File: config.mk
export PLATFORM = sky130hd
export DESIGN_NAME = vga_sync_decoder_flat
export DESIGN_NICKNAME = d
export VERILOG_FILES = /design/src/rtl/vga_timing_pkg.sv /design/src/rtl/vga_sync_decoder_if.sv /design/src/rtl/vga_sync_decoder_sync_edge_detect.sv /design/src/rtl/vga_sync_decoder.sv /design/src/flat_wrapper.sv
export SDC_FILE = /design/constraint.sdc
export NUM_CORES = 1
export LEC_CHECK = 0
export CAP_MARGIN = 40
export CELL_PAD_IN_SITES_DETAIL_PLACEMENT = 1
export CELL_PAD_IN_SITES_GLOBAL_PLACEMENT = 1
export CORE_MARGIN = 2
export CORE_UTILIZATION = 30
export CTS_CLUSTER_DIAMETER = 30
export DETAILED_ROUTE_END_ITERATION = 7
export GPL_TIMING_DRIVEN = 0
export HOLD_SLACK_MARGIN = 0.03
export PLACE_DENSITY = 0.66
export RECOVER_POWER = 25
export SYNTH_ARGS = -nofsm -noshare
export SYNTH_HDL_FRONTEND = slang
export SYNTH_SLANG_ARGS = --single-unit
File: constraint.sdc
create_clock -name i_Clk -period 3.25 [get_ports i_Clk]
set_input_delay 0.65 -clock i_Clk [delete_from_list [all_inputs] [get_ports i_Clk]]
set_output_delay 0.65 -clock i_Clk [all_outputs]
set_load 0.05 [all_outputs]
File: src/rtl/vga_timing_pkg.sv
// Shared 640x480@60 timing constants, counter type and lock-state encoding
// for the VGA sync decoder.
package vga_timing_pkg;

   localparam int CNT_W = 10;

   localparam int H_ACTIVE = 640;
   localparam int H_FRONT  = 16;
   localparam int H_SYNC   = 96;
   localparam int H_BACK   = 48;
   localparam int H_TOTAL  = H_SYNC + H_BACK + H_ACTIVE + H_FRONT;

   localparam int V_ACTIVE = 480;
   localparam int V_FRONT  = 10;
   localparam int V_SYNC   = 2;
   localparam int V_BACK   = 33;
   localparam int V_TOTAL  = V_SYNC + V_BACK + V_ACTIVE + V_FRONT;

   typedef logic [CNT_W-1:0] cnt_t;

   localparam cnt_t CNT_MAX = '1;

   typedef enum logic [1:0] {
      SEARCH,
      MEASURE,
      LOCKED
   } state_t;

endpackage

File: src/rtl/vga_sync_decoder_if.sv
// Recovered-position bus: the decoder drives it, overlay/pattern-check logic
// consumes it.
interface vga_sync_decoder_if;
   import vga_timing_pkg::*;

   cnt_t o_Col_Count;
   cnt_t o_Row_Count;
   logic o_Active;
   logic o_Frame_Start;
   logic o_Locked;
   logic o_Error;

   modport master (
      output o_Col_Count, o_Row_Count, o_Active, o_Frame_Start, o_Locked, o_Error
   );

   modport slave (
      input o_Col_Count, o_Row_Count, o_Active, o_Frame_Start, o_Locked, o_Error
   );

endinterface

File: src/rtl/vga_sync_decoder_sync_edge_detect.sv
// Two-flop synchroniser plus delay flop for one asynchronous sync pin; emits
// a one-cycle pulse on the assertion edge, whichever polarity the pin uses.
module sync_edge_detect #(
   parameter bit ACTIVE_LOW = 1'b1
) (
   input  logic i_Clk,
   input  logic i_Reset,
   input  logic i_Sync,
   output logic o_Edge
);

   localparam logic DEASSERTED = ACTIVE_LOW;

   logic r_Sync1;
   logic r_Sync2;
   logic r_Sync3;

   // NOTE: non-blocking assignments keep this a true three-stage shift; reset
   // loads the idle level so no false edge appears when reset releases.
   always_ff @(posedge i_Clk) begin
      if (i_Reset) begin
         r_Sync1 <= DEASSERTED;
         r_Sync2 <= DEASSERTED;
         r_Sync3 <= DEASSERTED;
      end else begin
         r_Sync1 <= i_Sync;
         r_Sync2 <= r_Sync1;
         r_Sync3 <= r_Sync2;
      end
   end

   assign o_Edge = (r_Sync2 != DEASSERTED) && (r_Sync3 == DEASSERTED);

endmodule

File: src/rtl/vga_sync_decoder.sv
// Rebuilds column/row position from an HSync/VSync pair, validates line and
// frame lengths and reports lock, active video and frame start.
module vga_sync_decoder
   import vga_timing_pkg::*;
#(
   parameter int TOTAL_COLS      = H_TOTAL,
   parameter int TOTAL_ROWS      = V_TOTAL,
   parameter int ACTIVE_COLS     = H_ACTIVE,
   parameter int ACTIVE_ROWS     = V_ACTIVE,
   parameter int H_START         = H_SYNC + H_BACK,
   parameter int V_START         = V_SYNC + V_BACK,
   parameter bit SYNC_ACTIVE_LOW = 1'b1,
   parameter int LOCK_FRAMES     = 2
) (
   input  logic                      i_Clk,
   input  logic                      i_Reset,
   input  logic                      i_HSync,
   input  logic                      i_VSync,
   vga_sync_decoder_if.master        o_Pos
);

   localparam cnt_t       LINE_LAST  = cnt_t'(TOTAL_COLS - 1);
   localparam cnt_t       FRAME_LAST = cnt_t'(TOTAL_ROWS - 1);
   localparam cnt_t       H_BEGIN    = cnt_t'(H_START);
   localparam cnt_t       H_END      = cnt_t'(H_START + ACTIVE_COLS);
   localparam cnt_t       V_BEGIN    = cnt_t'(V_START);
   localparam cnt_t       V_END      = cnt_t'(V_START + ACTIVE_ROWS);
   localparam logic [3:0] LOCK_N     = 4'(LOCK_FRAMES);

   logic       w_H_Edge;
   logic       w_V_Edge;
   logic       w_Line_Fail;
   logic       w_Frame_Fail;
   logic       w_In_Window;
   logic [3:0] w_Good_Next;

   cnt_t       r_Col;
   cnt_t       r_Row;
   state_t     r_State;
   logic [3:0] r_Good;
   logic       r_Frame_Bad;
   logic       r_Active;
   logic       r_Frame_Start;
   logic       r_Locked;
   logic       r_Error;

   sync_edge_detect #(.ACTIVE_LOW(SYNC_ACTIVE_LOW)) u_h_edge (
      .i_Clk   (i_Clk),
      .i_Reset (i_Reset),
      .i_Sync  (i_HSync),
      .o_Edge  (w_H_Edge)
   );

   sync_edge_detect #(.ACTIVE_LOW(SYNC_ACTIVE_LOW)) u_v_edge (
      .i_Clk   (i_Clk),
      .i_Reset (i_Reset),
      .i_Sync  (i_VSync),
      .o_Edge  (w_V_Edge)
   );

   // A saturated column means HSync vanished, which is a bad line too.
   assign w_Line_Fail  = w_H_Edge ? (r_Col != LINE_LAST) : (r_Col == CNT_MAX);
   assign w_Frame_Fail = w_V_Edge && (r_Row != FRAME_LAST);
   assign w_In_Window  = (r_Col >= H_BEGIN) && (r_Col < H_END) &&
                         (r_Row >= V_BEGIN) && (r_Row < V_END);
   assign w_Good_Next  = r_Good + 4'd1;

   always_ff @(posedge i_Clk) begin
      if (i_Reset) begin
         r_Col         <= '0;
         r_Row         <= '0;
         r_Active      <= 1'b0;
         r_Frame_Start <= 1'b0;
      end else begin
         if (w_H_Edge)
            r_Col <= '0;
         else if (r_Col != CNT_MAX)
            r_Col <= r_Col + cnt_t'(1);

         if (w_V_Edge)
            r_Row <= '0;
         else if (w_H_Edge && (r_Row != CNT_MAX))
            r_Row <= r_Row + cnt_t'(1);

         r_Active      <= w_In_Window;
         r_Frame_Start <= (r_State == LOCKED) && (r_Col == H_BEGIN) && (r_Row == V_BEGIN);
      end
   end

   always_ff @(posedge i_Clk) begin
      if (i_Reset) begin
         r_State     <= SEARCH;
         r_Good      <= '0;
         r_Frame_Bad <= 1'b0;
         r_Locked    <= 1'b0;
         r_Error     <= 1'b0;
      end else begin
         r_Error <= 1'b0;
         unique case (r_State)
            SEARCH: begin
               if (w_V_Edge) begin
                  r_State     <= MEASURE;
                  r_Good      <= '0;
                  r_Frame_Bad <= 1'b0;
               end
            end
            MEASURE: begin
               if (w_Line_Fail) begin
                  r_Frame_Bad <= 1'b1;
                  r_State     <= SEARCH;
               end else if (w_V_Edge) begin
                  if (w_Frame_Fail) begin
                     r_State <= SEARCH;
                  end else if (!r_Frame_Bad) begin
                     r_Good <= w_Good_Next;
                     if (w_Good_Next == LOCK_N) begin
                        r_State  <= LOCKED;
                        r_Locked <= 1'b1;
                     end
                  end
               end
            end
            LOCKED: begin
               if (w_Line_Fail || w_Frame_Fail) begin
                  r_Error  <= 1'b1;
                  r_Locked <= 1'b0;
                  r_State  <= SEARCH;
               end
            end
            default: r_State <= SEARCH;
         endcase
      end
   end

   assign o_Pos.o_Col_Count   = r_Col;
   assign o_Pos.o_Row_Count   = r_Row;
   assign o_Pos.o_Active      = r_Active;
   assign o_Pos.o_Frame_Start = r_Frame_Start;
   assign o_Pos.o_Locked      = r_Locked;
   assign o_Pos.o_Error       = r_Error;

endmodule

File: src/flat_wrapper.sv
// flat-port wrapper written by rule: the top's interface ports become plain ports
module vga_sync_decoder_flat import vga_timing_pkg::*;
#(
   parameter int TOTAL_COLS      = H_TOTAL,
   parameter int TOTAL_ROWS      = V_TOTAL,
   parameter int ACTIVE_COLS     = H_ACTIVE,
   parameter int ACTIVE_ROWS     = V_ACTIVE,
   parameter int H_START         = H_SYNC + H_BACK,
   parameter int V_START         = V_SYNC + V_BACK,
   parameter bit SYNC_ACTIVE_LOW = 1'b1,
   parameter int LOCK_FRAMES     = 2
)
  (i_Clk, i_Reset, i_HSync, i_VSync, o_Pos_o_Col_Count, o_Pos_o_Row_Count, o_Pos_o_Active, o_Pos_o_Frame_Start, o_Pos_o_Locked, o_Pos_o_Error);
  vga_sync_decoder_if o_Pos_i ();
  input  logic i_Clk;
  input  logic i_Reset;
  input  logic i_HSync;
  input  logic i_VSync;
  output wire logic [$bits(o_Pos_i.o_Col_Count)-1:0] o_Pos_o_Col_Count;
  output wire logic [$bits(o_Pos_i.o_Row_Count)-1:0] o_Pos_o_Row_Count;
  output wire logic [$bits(o_Pos_i.o_Active)-1:0] o_Pos_o_Active;
  output wire logic [$bits(o_Pos_i.o_Frame_Start)-1:0] o_Pos_o_Frame_Start;
  output wire logic [$bits(o_Pos_i.o_Locked)-1:0] o_Pos_o_Locked;
  output wire logic [$bits(o_Pos_i.o_Error)-1:0] o_Pos_o_Error;
  assign o_Pos_o_Col_Count = o_Pos_i.o_Col_Count;
  assign o_Pos_o_Row_Count = o_Pos_i.o_Row_Count;
  assign o_Pos_o_Active = o_Pos_i.o_Active;
  assign o_Pos_o_Frame_Start = o_Pos_i.o_Frame_Start;
  assign o_Pos_o_Locked = o_Pos_i.o_Locked;
  assign o_Pos_o_Error = o_Pos_i.o_Error;
  vga_sync_decoder #(.TOTAL_COLS(TOTAL_COLS), .TOTAL_ROWS(TOTAL_ROWS), .ACTIVE_COLS(ACTIVE_COLS), .ACTIVE_ROWS(ACTIVE_ROWS), .H_START(H_START), .V_START(V_START), .SYNC_ACTIVE_LOW(SYNC_ACTIVE_LOW), .LOCK_FRAMES(LOCK_FRAMES)) u_core (.i_Clk(i_Clk), .i_Reset(i_Reset), .i_HSync(i_HSync), .i_VSync(i_VSync), .o_Pos(o_Pos_i));
endmodule
==> impl_metrics.sql, run 1 <==
INSERT INTO impl_metrics (metric_group, metric, value, unit) VALUES
('power_and_ir_drop', 'worst_case_vdd_ir_drop', '333.9', 'uV'),
('clocking', 'cts_repair_resize_count', '0', ''),
('min_path', 'min_path_type', 'reg -> reg', ''),
('detailed_routing', 'finalWirelength', '4426', 'um'),
('worst_setup_path', 'timing.critical_path.slowest_stage_cell', 'clkdlybuf4s50_1', ''),
('worst_setup_path', 'cp-end-kind', 'output pin', ''),
('power_and_ir_drop', 'power.total', '1.016', 'mW'),
('logic_synthesis', 'async_reset_ff_share', '0', '%'),
('power_and_ir_drop', 'clock_power_share', '46.9', '%'),
('global_routing', 'antenna_violations_before_repair', '0', ''),
('clocking', 'cts-hold-fix-buffers', '0', ''),
('logic_synthesis', 'yosys.area_share.xor_xnor', '5.695', '%'),
('logic_synthesis', 'synthCells', '215', ''),
('worst_setup_path', 'critical_path_peak_fanout', '8', ''),
('detailed_routing', 'drt.antenna.violating_nets', '0', ''),
('placement', 'globalplace.congestion', '0.7628', ''),
('floorplanning', 'row_count', '28', ''),
('min_path', 'min_from', 'u_core.u_v_edge.r_Sync1', ''),
('timing', 'setup_viol_count_final', '0', ''),
('power_and_ir_drop', 'power.share.sequential', '46.0', '%'),
('detailed_routing', 'avgViaCountPerCell', '5.151', ''),
('logic_synthesis', 'post_synth_and_or_nand_nor_area_fraction', '29.63', '%'),
('min_path', 'hold_depth', '1', ''),
('detailed_routing', 'post_drt_wl_per_cell', '13.62', 'um'),
('clocking', 'tritoncts', 'built', ''),
('timing', 'fin_skew', '0.008180', 'ns'),
('worst_setup_path', 'worstRegToRegCells', '6', ''),
('timing', 'post-route-min-period', '2.322', 'ns'),
('logic_synthesis', 'synth_enable_flop_cells', '0', ''),
('detailed_routing', 'dr_total_vias', '1674', ''),
('final_layout', 'leading_cell_types_in_the_layout_fill_and_taps_excluded', 'dfxtp_1, nor2_1, clkdlybuf4s50_1', ''),
('final_layout', 'drive_gt1_share', '8.800', '%'),
('run', 'drv.max_cap_violation_count', '0', ''),
('logic_synthesis', 'synth_nets', '225', ''),
('global_routing', 'grt_util_all_layers', '14.64', '%'),
('timing', 'slew_viol_final', '0', ''),
('logic_synthesis', 'synthesis.area_per_instance', '8.584', 'um2'),
('final_layout', 'nets', '259', ''),
('logic_synthesis', 'ys_ff_latch', '37', ''),
('logic_synthesis', 'fraction_of_the_mapped_netlist_area_in_compound_gates', '15.80', '%'),
('power_and_ir_drop', 'leakage_dissipation', '0.7945', 'nW'),
('logic_synthesis', 'post_synth_num_cell_types', '48', ''),
('floorplanning', 'die_w', '82.43', 'um'),
('worst_setup_path', 'timing.reg2reg.setup_slack', '0.96', 'ns'),
('detailed_routing', 'remaining_drc_errors', '0', ''),
('detailed_routing', 'drt_first_pass_iters', '4', ''),
('timing', 'final_min_period_over_clock_period', '71.44', '%'),
('timing', 'timing.slew.headroom', '65.82', '%'),
('power_and_ir_drop', 'combPwrFrac', '7.0', '%'),
('timing', 'rsz0062_at_grt', 'false', ''),
('placement', 'port-buffer-count', '27', ''),
('floorplanning', 'io_pins', '28', ''),
('global_routing', 'number_of_global_route_vias_before_repair', '1555', ''),
('logic_synthesis', 'muxShareOfSynthArea', '0.5424', '%'),
('logic_synthesis', 'yosys.area_share.adder', '4.068', '%'),
('final_layout', 'p_r_area_growth_vs_syn', '26.71', '%'),
('global_routing', 'grt_start_max_net_pins', '13', ''),
('logic_synthesis', 'syn_area', '1846', 'um2'),
('worst_setup_path', 'timing.critical_path.cells', 'clkdlybuf4s50_1', ''),
('logic_synthesis', 'ys_seq_area_share', '40.14', '%'),
('timing', 'fmax', '430.7', 'MHz'),
('timing', 'tns', '0', 'ns'),
('floorplanning', 'core-area', '5921', 'um2'),
('worst_setup_path', 'criticalPathCategory', 'reg -> out', ''),
('run_status', 'outcome', 'finished, final reports clean', ''),
('clocking', 'clock_tree.root_cell', 'clkbuf_8', ''),
('worst_setup_path', 'worst_endpoint_required_time', '2.60', 'ns'),
('power_and_ir_drop', 'power_density', '434.6', 'nW/um2'),
('worst_setup_path', 'cp_slowest_stage_delay', '0.87', 'ns'),
('worst_setup_path', 'crit-reg2reg-launch', 'u_core.o_Pos.o_Col_Count[0]', ''),
('final_layout', 'layout.cells.most_common', 'dfxtp_1', '');
-- logic make-up after synthesis --
group,Yosys count
XOR/XNOR,12
adder cells (fa/ha/maj),6
AND/OR/NAND/NOR,98
buffers and inverters,20
multiplexers,1
flip-flops,37
AO/OA/AOI/OAI,41
-- how the worst max path moves through the flow --
stage	start	endpoint	slack [ns]	cells after the start
floorplan	u_core.o_Pos.o_Col_Count[0]	u_core.r_Good[3]	0.88	6
global placement	i_Reset	u_core.o_Pos.o_Col_Count[4]	0.91	5
detailed placement	i_Reset	u_core.o_Pos.o_Col_Count[4]	0.91	5
CTS	u_core.o_Pos.o_Col_Count[3]	o_Pos_o_Col_Count[3]	0.91	1
global route	u_core.o_Pos.o_Col_Count[0]	u_core.r_Good[3]	0.76	6
finish	u_core.o_Pos.o_Col_Count[3]	o_Pos_o_Col_Count[3]	0.93	1
-- per-stage QoR --
stage                     instances  setup slack, ns  utilization, %  hold WS [ns]  cell area, um2
after floorplan                 215           0.8760               -        0.3895            1846
after global placement          317           0.9137           37.32        0.3930            2210
after CTS                       325           0.9053           39.58        0.4164            2344
final                           325           0.9281           39.50        0.4136            2338
after detailed placement        317           0.9097           37.32        0.3958            2210
after global routing            325           0.7628           39.50        0.4210            2338
-- power by group through the flow --
stage          sequential (mW)  combinational (mW)  clock [mW]
2_1_floorplan            0.490              0.0379           0
3_3_place_gp             0.479              0.0729           0
3_5_place_dp             0.479              0.0737           0
4_1_cts                  0.468              0.0740       0.492
5_1_grt                  0.469              0.0790       0.513
6_report                 0.468              0.0714       0.477
-- flip-flops by register name (all words and copies together) (netlist names) --
| signal | cells |
|---|---|
| u_core.u_h_edge.r_Sync2 | 1 |
| u_core.u_h_edge.r_Sync3 | 1 |
| u_core.u_h_edge.r_Sync1 | 1 |
| u_core.o_Pos.o_Error | 1 |
| u_core.o_Pos.o_Active | 1 |
| u_core.u_v_edge.r_Sync3 | 1 |
| u_core.u_v_edge.r_Sync2 | 1 |
| u_core.o_Pos.o_Locked | 1 |
| u_core.o_Pos.o_Frame_Start | 1 |
| u_core.o_Pos.o_Row_Count | 10 |
| u_core.r_Good | 4 |
| u_core.u_v_edge.r_Sync1 | 1 |
| u_core.r_Frame_Bad | 1 |
| u_core.o_Pos.o_Col_Count | 10 |
| u_core.r_State | 2 |
-- layout make-up --
class	count	area [um2]	share of cell area [%]
Buffer	8	31.28	1.338
Timing Repair Buffer	27	270.3	11.56
Inverter	12	45.04	1.926
Clock inverter	3	65.06	2.782
Sequential cell	37	740.7	31.67
Multi-Input combinational cell	158	1023	43.77
Clock buffer	5	68.82	2.943
Tap cell	75	93.84	4.013
-- per-layer routing --
| metal | global-route usage, % | part of all wire [%] | wire (um) | vias up |
|---|---|---|---|---|
| met5 | 0 | 0 | 0 | - |
| met4 | 5.000 | 1.4 | 60 | 0 |
| met3 | 3.587 | 4.5 | 198 | 7 |
| met2 | 21.77 | 45 | 2001 | 34 |
| met1 | 20.56 | 49 | 2166 | 792 |
| li1 | - | - | - | 841 |
-- synth_stat cells, drive strengths merged, types with 2 or more instances --
cell / count / share of area, %
dfxtp: 37 / 40
nor2: 26 / 5.3
a21oi: 15 / 4.1
inv: 12 / 2.4
nand2: 9 / 1.8
nand3: 9 / 2.4
xor2: 9 / 4.3
nor3: 8 / 2.2
nor4: 8 / 2.7
nand4: 7 / 3.2
or2: 7 / 2.4
clkbuf: 6 / 1.2
ha: 6 / 4.1
o21ai: 6 / 1.6
nand2b: 5 / 1.7
nor2b: 4 / 1.4
a211oi: 3 / 1.2
a31oi: 3 / 1.0
and4: 3 / 1.4
xnor2: 3 / 1.4
and2: 2 / 0.68
and3: 2 / 0.75
buf: 2 / 0.47
o211ai: 2 / 1.1
o31a: 2 / 0.95
or3: 2 / 0.68
Note: power is estimated with default switching activity, not from simulation.
==> run 2, diff against run 1 <==
--- a/config.mk
+++ b/config.mk
@@ -14,7 +14,7 @@
 export DETAILED_ROUTE_END_ITERATION = 7
 export GPL_TIMING_DRIVEN = 0
 export HOLD_SLACK_MARGIN = 0.03
-export PLACE_DENSITY = 0.66
+export PLACE_DENSITY = 0.68
 export RECOVER_POWER = 25
 export SYNTH_ARGS = -nofsm -noshare
 export SYNTH_HDL_FRONTEND = slang
==> constraint.sdc (replaced) <==
create_clock -name i_Clk -period 2.1 [get_ports i_Clk]
set_input_delay 0.42 -clock i_Clk [delete_from_list [all_inputs] [get_ports i_Clk]]
set_output_delay 0.42 -clock i_Clk [all_outputs]
set_load 0.05 [all_outputs]
==> impl_metrics.sql, run 2 (synthesis gave the netlist of run 1 again) <==
INSERT INTO impl_metrics (metric_group, metric, value, unit) VALUES
('final_layout', 'layout.cells.most_common', 'dfxtp_1', ''),
('floorplanning', 'die_area', '6795', 'um2'),
('placement', 'port-buffer-count', '27', ''),
('detailed_routing', 'avgViaCountPerCell', '5.144', ''),
('floorplanning', 'die_w', '82.43', 'um'),
('worst_setup_path', 'timing.reg2reg.setup_slack', '0.18', 'ns'),
('global_routing', 'grt_util_all_layers', '14.22', '%'),
('min_path', 'min_from', 'u_core.u_v_edge.r_Sync1', ''),
('detailed_routing', 'remaining_drc_errors', '0', ''),
('placement', 'globalplace.congestion', '0.7740', ''),
('worst_setup_path', 'path_delay_family', 'buffers and inverters', ''),
('floorplanning', 'io_pins', '28', ''),
('floorplanning', 'core-area', '5921', 'um2'),
('min_path', 'hold_depth', '1', ''),
('clocking', 'numCtsBuffers', '5', ''),
('clocking', 'clk-insertion-delay-late', '0.29', 'ns'),
('clocking', 'clock_sink_count', '37', ''),
('timing', 'fin_skew', '0.008429', 'ns'),
('timing', 'rsz0062_at_grt', 'false', ''),
('final_layout', 'leading_cell_types_in_the_layout_fill_and_taps_excluded', 'dfxtp_1, nor2_1, clkdlybuf4s50_1', ''),
('clocking', 'worst_setup_hold_path_clk_slew', '0.08', 'ns'),
('clocking', 'cts-hold-fix-buffers', '0', ''),
('timing', 'least_setup_slack_across_all_paths_after_layout', '0.08415', 'ns'),
('power_and_ir_drop', 'sw_frac_of_total', '23.84', '%'),
('floorplanning', 'row_count', '28', ''),
('timing', 'final.hold.worst_slack', '0.4118', 'ns'),
('run_status', 'outcome', 'finished, final reports clean', ''),
('timing', 'post-route-min-period', '2.016', 'ns'),
('clocking', 'htree_levels', '2', ''),
('final_layout', 'layoutNonFillerInstCount', '326', ''),
('detailed_routing', 'drt.antenna.violating_nets', '0', ''),
('final_layout', 'final_instance_area', '2317', 'um2'),
('timing', 'worst-slew-pin-transition', '0.5919', 'ns'),
('global_routing', 'grt.overflow.total', '0', ''),
('worst_setup_path', 'worst_endpoint_required_time', '1.68', 'ns'),
('timing', 'report.final.hold_viol_count', '0', ''),
('global_routing', 'number_of_global_route_vias_before_repair', '1560', ''),
('power_and_ir_drop', 'clock_power_share', '41.8', '%'),
('timing', 'setup_viol_count_final', '0', ''),
('power_and_ir_drop', 'worst_case_vdd_ir_drop', '308.4', 'uV'),
('worst_setup_path', 'cp_slowest_stage_delay', '0.85', 'ns'),
('floorplanning', 'chipHeight', '82.43', 'um'),
('global_routing', 'grt_first_pass_wirelength', '7376', 'um'),
('worst_setup_path', 'path_buf_inv', '1', ''),
('global_routing', 'antenna_violations_before_repair', '0', ''),
('detailed_routing', 'dr_total_vias', '1677', ''),
('worst_setup_path', 'worstRegToRegCells', '7', ''),
('floorplanning', 'initial_utilization', '31.17', '%'),
('timing', 'timing.slew.headroom', '60.71', '%'),
('power_and_ir_drop', 'power_density', '621.7', 'nW/um2'),
('placement', 'dp_worst_setup_slack', '-0.004766', 'ns'),
('worst_setup_path', 'startpoint_type', 'register', ''),
('placement', 'post_dp_cell_area', '2222', 'um2'),
('placement', 'dp_hpwl', '3154', 'um'),
('detailed_routing', 'post_drt_wl_per_cell', '13.25', 'um'),
('power_and_ir_drop', 'leakage_dissipation', '0.7836', 'nW'),
('worst_setup_path', 'timing.critical_path.slowest_stage_cell', 'clkdlybuf4s50_1', ''),
('min_path', 'hold-path-endpoint', 'u_core.u_v_edge.r_Sync2', ''),
('detailed_routing', 'dr.first_iter.drc_count', '58', ''),
('final_layout', 'p_r_area_growth_vs_syn', '25.56', '%'),
('worst_setup_path', 'crit-reg2reg-launch', 'u_core.o_Pos.o_Col_Count[0]', ''),
('timing', 'tns', '0', 'ns'),
('final_layout', 'number_of_antenna_repair_diodes', '0', ''),
('power_and_ir_drop', 'combPwrFrac', '7.9', '%'),
('timing', 'fmax', '496.1', 'MHz'),
('global_routing', 'grt_start_max_net_pins', '12', ''),
('timing', 'final_min_period_over_clock_period', '95.99', '%'),
('power_and_ir_drop', 'total_switching_power', '343.4', 'uW'),
('detailed_routing', 'drt_first_pass_iters', '4', ''),
('clocking', 'clock_tree.root_cell', 'clkbuf_8', ''),
('clocking', 'tritoncts', 'built', ''),
('worst_setup_path', 'timing.critical_path.cells', 'clkdlybuf4s50_1', ''),
('worst_setup_path', 'worst-endpoint-arrival', '1.60', 'ns'),
('timing', 'slew_viol_final', '0', ''),
('detailed_routing', 'finalWirelength', '4320', 'um'),
('worst_setup_path', 'worstReg2RegEnd', 'u_core.r_State[0]', ''),
('worst_setup_path', 'criticalPathCategory', 'reg -> out', ''),
('power_and_ir_drop', 'internal_power', '1.097', 'mW'),
('final_layout', 'nets', '260', ''),
('final_layout', 'drive_gt1_share', '11.55', '%'),
('worst_setup_path', 'critical_path_peak_fanout', '6', ''),
('placement', 'post-place-cells', '317', ''),
('clocking', 'clock_tree.buffer_depth', '2', ''),
('min_path', 'min_path_type', 'reg -> reg', ''),
('power_and_ir_drop', 'power.share.sequential', '50.3', '%'),
('worst_setup_path', 'cp-end-kind', 'output pin', ''),
('power_and_ir_drop', 'power.total', '1.441', 'mW'),
('final_layout', 'utilization', '39.14', '%'),
('run', 'drv.max_cap_violation_count', '0', '');
-- run 2: cell count changes in the layout (fill, tap and decap cells not counted), moves of 2 or more --
cell,previous run,this run
dfxtp_4,0,2
dfxtp_1,37,33
clkbuf_1,7,11
dfxtp_2,0,2
bufinv_16,2,0
clkdlybuf4s50_1,25,22
-- run 2: area by class of cell --
cell class / instances / area (um2)
Fill cell: 704 / 3603
Multi-Input combinational cell: 158 / 1031
Sequential cell: 37 / 750.7
Timing Repair Buffer: 28 / 252.7
Clock buffer: 8 / 111.4
Tap cell: 75 / 93.84
Inverter: 12 / 45.04
Buffer: 8 / 32.53
-- run 2: power groups by stage --
stage | Combinational [mW] | Sequential (mW) | Clock [mW]
6_report | 0.114 | 0.724 | 0.602
2_1_floorplan | 0.0588 | 0.760 | 0
5_1_grt | 0.127 | 0.727 | 0.662
4_1_cts | 0.115 | 0.725 | 0.629
3_3_place_gp | 0.113 | 0.741 | 0
3_5_place_dp | 0.114 | 0.741 | 0
-- run 2: timing repair --
item	in CTS	in global routing
setup buffers	0	1
endpoints found under the setup margin	0	7
endpoints found under the hold margin	0	0
resized for setup	0	6
-- run 2: worst max-delay path by stage --
stage / startpoint / endpoint / slack (ns) / depth (start not counted)
after global placement: i_Reset / u_core.o_Pos.o_Col_Count[4] / 0.005 / 5
after global routing: u_core.o_Pos.o_Row_Count[6] / o_Pos_o_Row_Count[6] / 0.01 / 1
after floorplan: u_core.o_Pos.o_Col_Count[4] / u_core.r_Good[3] / 0.009 / 5
after CTS: u_core.o_Pos.o_Col_Count[4] / o_Pos_o_Col_Count[4] / 0.009 / 1
after detailed placement: i_Reset / u_core.o_Pos.o_Col_Count[4] / -0.005 / 5
final: u_core.o_Pos.o_Row_Count[4] / o_Pos_o_Row_Count[4] / 0.08 / 1
-- run 2: layer usage --
layer  GRT usage (%)  wire [um]  vias to the layer above  part of all wire, %
met3           3.261        158                        6                  3.7
met5               0          0                        -                    0
met4           5.167         73                        0                  1.7
met2           21.85       1977                       28                   46
li1                -          -                      841                    -
met1           19.38       2110                      802                   49
==> run 3, diff against run 2 <==
--- a/config.mk
+++ b/config.mk
@@ -5,17 +5,19 @@
 export SDC_FILE = /design/constraint.sdc
 export NUM_CORES = 1
 export LEC_CHECK = 0
+export ABC_AREA = 1
 export CAP_MARGIN = 40
 export CELL_PAD_IN_SITES_DETAIL_PLACEMENT = 1
 export CELL_PAD_IN_SITES_GLOBAL_PLACEMENT = 1
 export CORE_MARGIN = 2
 export CORE_UTILIZATION = 30
-export CTS_CLUSTER_DIAMETER = 30
+export CTS_CLUSTER_DIAMETER = 50
 export DETAILED_ROUTE_END_ITERATION = 7
 export GPL_TIMING_DRIVEN = 0
 export HOLD_SLACK_MARGIN = 0.03
-export PLACE_DENSITY = 0.68
+export PLACE_DENSITY = 0.71
 export RECOVER_POWER = 25
+export SKIP_CTS_REPAIR_TIMING = 1
 export SYNTH_ARGS = -nofsm -noshare
 export SYNTH_HDL_FRONTEND = slang
 export SYNTH_SLANG_ARGS = --single-unit
==> impl_metrics.sql, run 3 <==
INSERT INTO impl_metrics (metric_group, metric, value, unit) VALUES
('logic_synthesis', 'primary_ff_master_synth', 'dfxtp_1', ''),
('worst_setup_path', 'timing.reg2reg.setup_slack', '0.21', 'ns'),
('placement', 'globalplace.congestion', '0.7977', ''),
('detailed_routing', 'drt_first_pass_iters', '4', ''),
('power_and_ir_drop', 'worst_case_vdd_ir_drop', '298.1', 'uV'),
('logic_synthesis', 'ys_warn_count', '0', ''),
('min_path', 'hold_depth', '1', ''),
('worst_setup_path', 'timing.critical_path.slowest_stage_cell', 'clkdlybuf4s50_1', ''),
('final_layout', 'nets', '341', ''),
('final_layout', 'fillers', '824', ''),
('worst_setup_path', 'path_delay_family', 'buffers and inverters', ''),
('logic_synthesis', 'async_reset_ff_share', '0', '%'),
('global_routing', 'grt.overflow.total', '0', ''),
('floorplanning', 'die_w', '85.56', 'um'),
('timing', 'fmax', '489.5', 'MHz'),
('final_layout', 'drive_gt1_share', '7.229', '%'),
('final_layout', 'number_of_antenna_repair_diodes', '0', ''),
('logic_synthesis', 'netlist_top_cells_area', 'dfxtp_1, nand2_1, inv_1', ''),
('final_layout', 'p_r_area_growth_vs_syn', '24.20', '%'),
('logic_synthesis', 'synth_enable_flop_cells', '0', ''),
('worst_setup_path', 'cp_slowest_stage_delay', '0.86', 'ns'),
('floorplanning', 'row_count', '29', ''),
('placement', 'dp_hpwl', '4012', 'um'),
('worst_setup_path', 'worstRegToRegCells', '11', ''),
('timing', 'slew_viol_final', '0', ''),
('worst_setup_path', 'timing.critical_path.cells', 'clkdlybuf4s50_1', ''),
('final_layout', 'layoutNonFillerInstCount', '409', ''),
('detailed_routing', 'drt.antenna.violating_nets', '0', ''),
('min_path', 'min_path_type', 'reg -> reg', ''),
('final_layout', 'regArea', '740.7', 'um2'),
('logic_synthesis', 'post_synth_num_cell_types', '27', ''),
('detailed_routing', 'dr.first_iter.drc_count', '59', ''),
('worst_setup_path', 'critical_path_peak_fanout', '7', ''),
('worst_setup_path', 'cp-end-kind', 'output pin', ''),
('clocking', 'worst_setup_hold_path_clk_slew', '0.08', 'ns'),
('floorplanning', 'core-area', '6386', 'um2'),
('floorplanning', 'chipHeight', '85.56', 'um'),
('timing', 'fin_skew', '0.008206', 'ns'),
('final_layout', 'utilization', '38.81', '%'),
('global_routing', 'antenna_violations_before_repair', '0', ''),
('final_layout', 'layout.cells.most_common', 'nand2_1', ''),
('logic_synthesis', 'ys_seq_area_share', '37.12', '%'),
('logic_synthesis', 'yosys.cell_count.top_type', 'nand2_1', ''),
('placement', 'port-buffer-count', '27', ''),
('timing', 'report.final.hold_viol_count', '0', ''),
('global_routing', 'grt_util_all_layers', '15.41', '%'),
('logic_synthesis', 'synth.cells.most_frequent', 'nand2_1, inv_1, nor2_1', ''),
('detailed_routing', 'post_drt_wl_per_cell', '12.72', 'um'),
('timing', 'final_min_period_over_clock_period', '97.27', '%'),
('logic_synthesis', 'synthDominantAreaCellType', 'dfxtp_1', ''),
('detailed_routing', 'avgViaCountPerCell', '4.819', ''),
('worst_setup_path', 'critical_path_depth', '1', ''),
('detailed_routing', 'finalWirelength', '5201', 'um'),
('power_and_ir_drop', 'power.total', '1.605', 'mW'),
('placement', 'post-place-cells', '401', ''),
('detailed_routing', 'remaining_drc_errors', '0', ''),
('power_and_ir_drop', 'leakage_dissipation', '1.084', 'nW'),
('timing', 'rsz0062_at_grt', 'false', ''),
('clocking', 'clk-insertion-delay-late', '0.29', 'ns'),
('logic_synthesis', 'syn_area', '1996', 'um2'),
('final_layout', 'leading_cell_types_in_the_layout_fill_and_taps_excluded', 'nand2_1, inv_1, nor2_1', ''),
('global_routing', 'number_of_global_route_vias_before_repair', '1964', ''),
('logic_synthesis', 'synthesis.area_per_instance', '6.719', 'um2'),
('power_and_ir_drop', 'power_density', '647.6', 'nW/um2'),
('clocking', 'numCtsBuffers', '5', ''),
('logic_synthesis', 'ys_ff_latch', '37', ''),
('clocking', 'clock_tree.root_cell', 'clkbuf_8', ''),
('global_routing', 'grt_first_pass_wirelength', '8997', 'um'),
('floorplanning', 'io_pins', '28', ''),
('logic_synthesis', 'synthCells', '297', ''),
('final_layout', 'multi_input_area', '1042', 'um2'),
('clocking', 'htree_levels', '2', ''),
('logic_synthesis', 'yosysTopAreaCellShare', '37.12', '%'),
('worst_setup_path', 'worst-endpoint-arrival', '1.62', 'ns'),
('clocking', 'tritoncts', 'built', ''),
('timing', 'timing.slew.headroom', '63.86', '%'),
('worst_setup_path', 'criticalPathCategory', 'reg -> out', ''),
('logic_synthesis', 'synth_nets', '307', ''),
('floorplanning', 'initial_utilization', '31.25', '%'),
('worst_setup_path', 'worst_endpoint_required_time', '1.68', 'ns'),
('global_routing', 'grt_start_max_net_pins', '13', ''),
('floorplanning', 'die_area', '7321', 'um2'),
('run_status', 'outcome', 'finished, final reports clean', ''),
('timing', 'worst-slew-pin-transition', '0.5401', 'ns'),
('timing', 'post-route-min-period', '2.043', 'ns'),
('detailed_routing', 'dr_total_vias', '1971', ''),
('clocking', 'clock_tree.buffer_depth', '2', ''),
('timing', 'setup_viol_count_final', '0', ''),
('run', 'drv.max_cap_violation_count', '0', ''),
('clocking', 'clock_sink_count', '37', ''),
('timing', 'tns', '0', 'ns'),
('worst_setup_path', 'path_buf_inv', '1', ''),
('worst_setup_path', 'startpoint_type', 'register', '');
run 3: cell types whose count changed after synthesis, moves of 6 or more:
cell     previous run  this run
nor2_1             26        39
nand2_1             9        70
nor4_1              8         2
nand3_1             9        21
inv_1              12        44
run 3: path summary, 6_finish.rpt:
kind	from	endpoint
worst max-delay path	u_core.o_Pos.o_Col_Count[3]	o_Pos_o_Col_Count[3]
worst min-delay path	u_core.u_v_edge.r_Sync1	u_core.u_v_edge.r_Sync2
worst max register to register	u_core.o_Pos.o_Col_Count[0]	u_core.o_Pos.o_Col_Count[6]
worst min register to register	u_core.u_v_edge.r_Sync1	u_core.u_v_edge.r_Sync2
run 3: routing by layer:
metal | vias to the layer above | wire length (um) | track usage, % | part of all wire [%]
li1 | 1012 | - | - | -
met1 | 910 | 2409 | 18.96 | 46
met2 | 38 | 2444 | 25.85 | 47
met3 | 11 | 247 | 3.754 | 4.7
met4 | 0 | 99 | 6.205 | 1.9
met5 | - | 0 | 0 | 0
run 3: cell type report:
type	count	share of cell area [%]
buffer	3	0.5048
clock buffer	5	2.776
clock inverter	3	2.625
inverter	48	7.269
multi-input combinational	209	42.05
sequential	37	29.88
tap	77	3.887
timing repair buffer	27	11.00
run 3: cell families after synthesis:
logic type | count (synthesis) | share of synthesized area, %
AND/OR/NAND/NOR | 163 | 37.74
flip-flops | 37 | 37.12
buffers and inverters | 51 | 10.03
adder cells (fa/ha/maj) | 6 | 3.762
AO/OA/AOI/OAI | 35 | 9.154
XOR/XNOR | 5 | 2.194
run 3: power breakdown:
part           switching, mW  internal, mW
Clock                  0.270         0.472
Combinational         0.0860        0.0428
Sequential            0.0162         0.718
Total                  0.373          1.23
run 3: through the flow:
stage	cell area, um2	worst slack [ns]	hold slack (ns)
3_5_place_dp	2362	0.1838	0.3985
6_report	2479	0.05723	0.4137
4_1_cts	2496	0.03374	0.4185
3_3_place_gp	2362	0.1749	0.3914
5_1_grt	2479	0.003615	0.4338
2_1_floorplan	1996	0.2101	0.3895
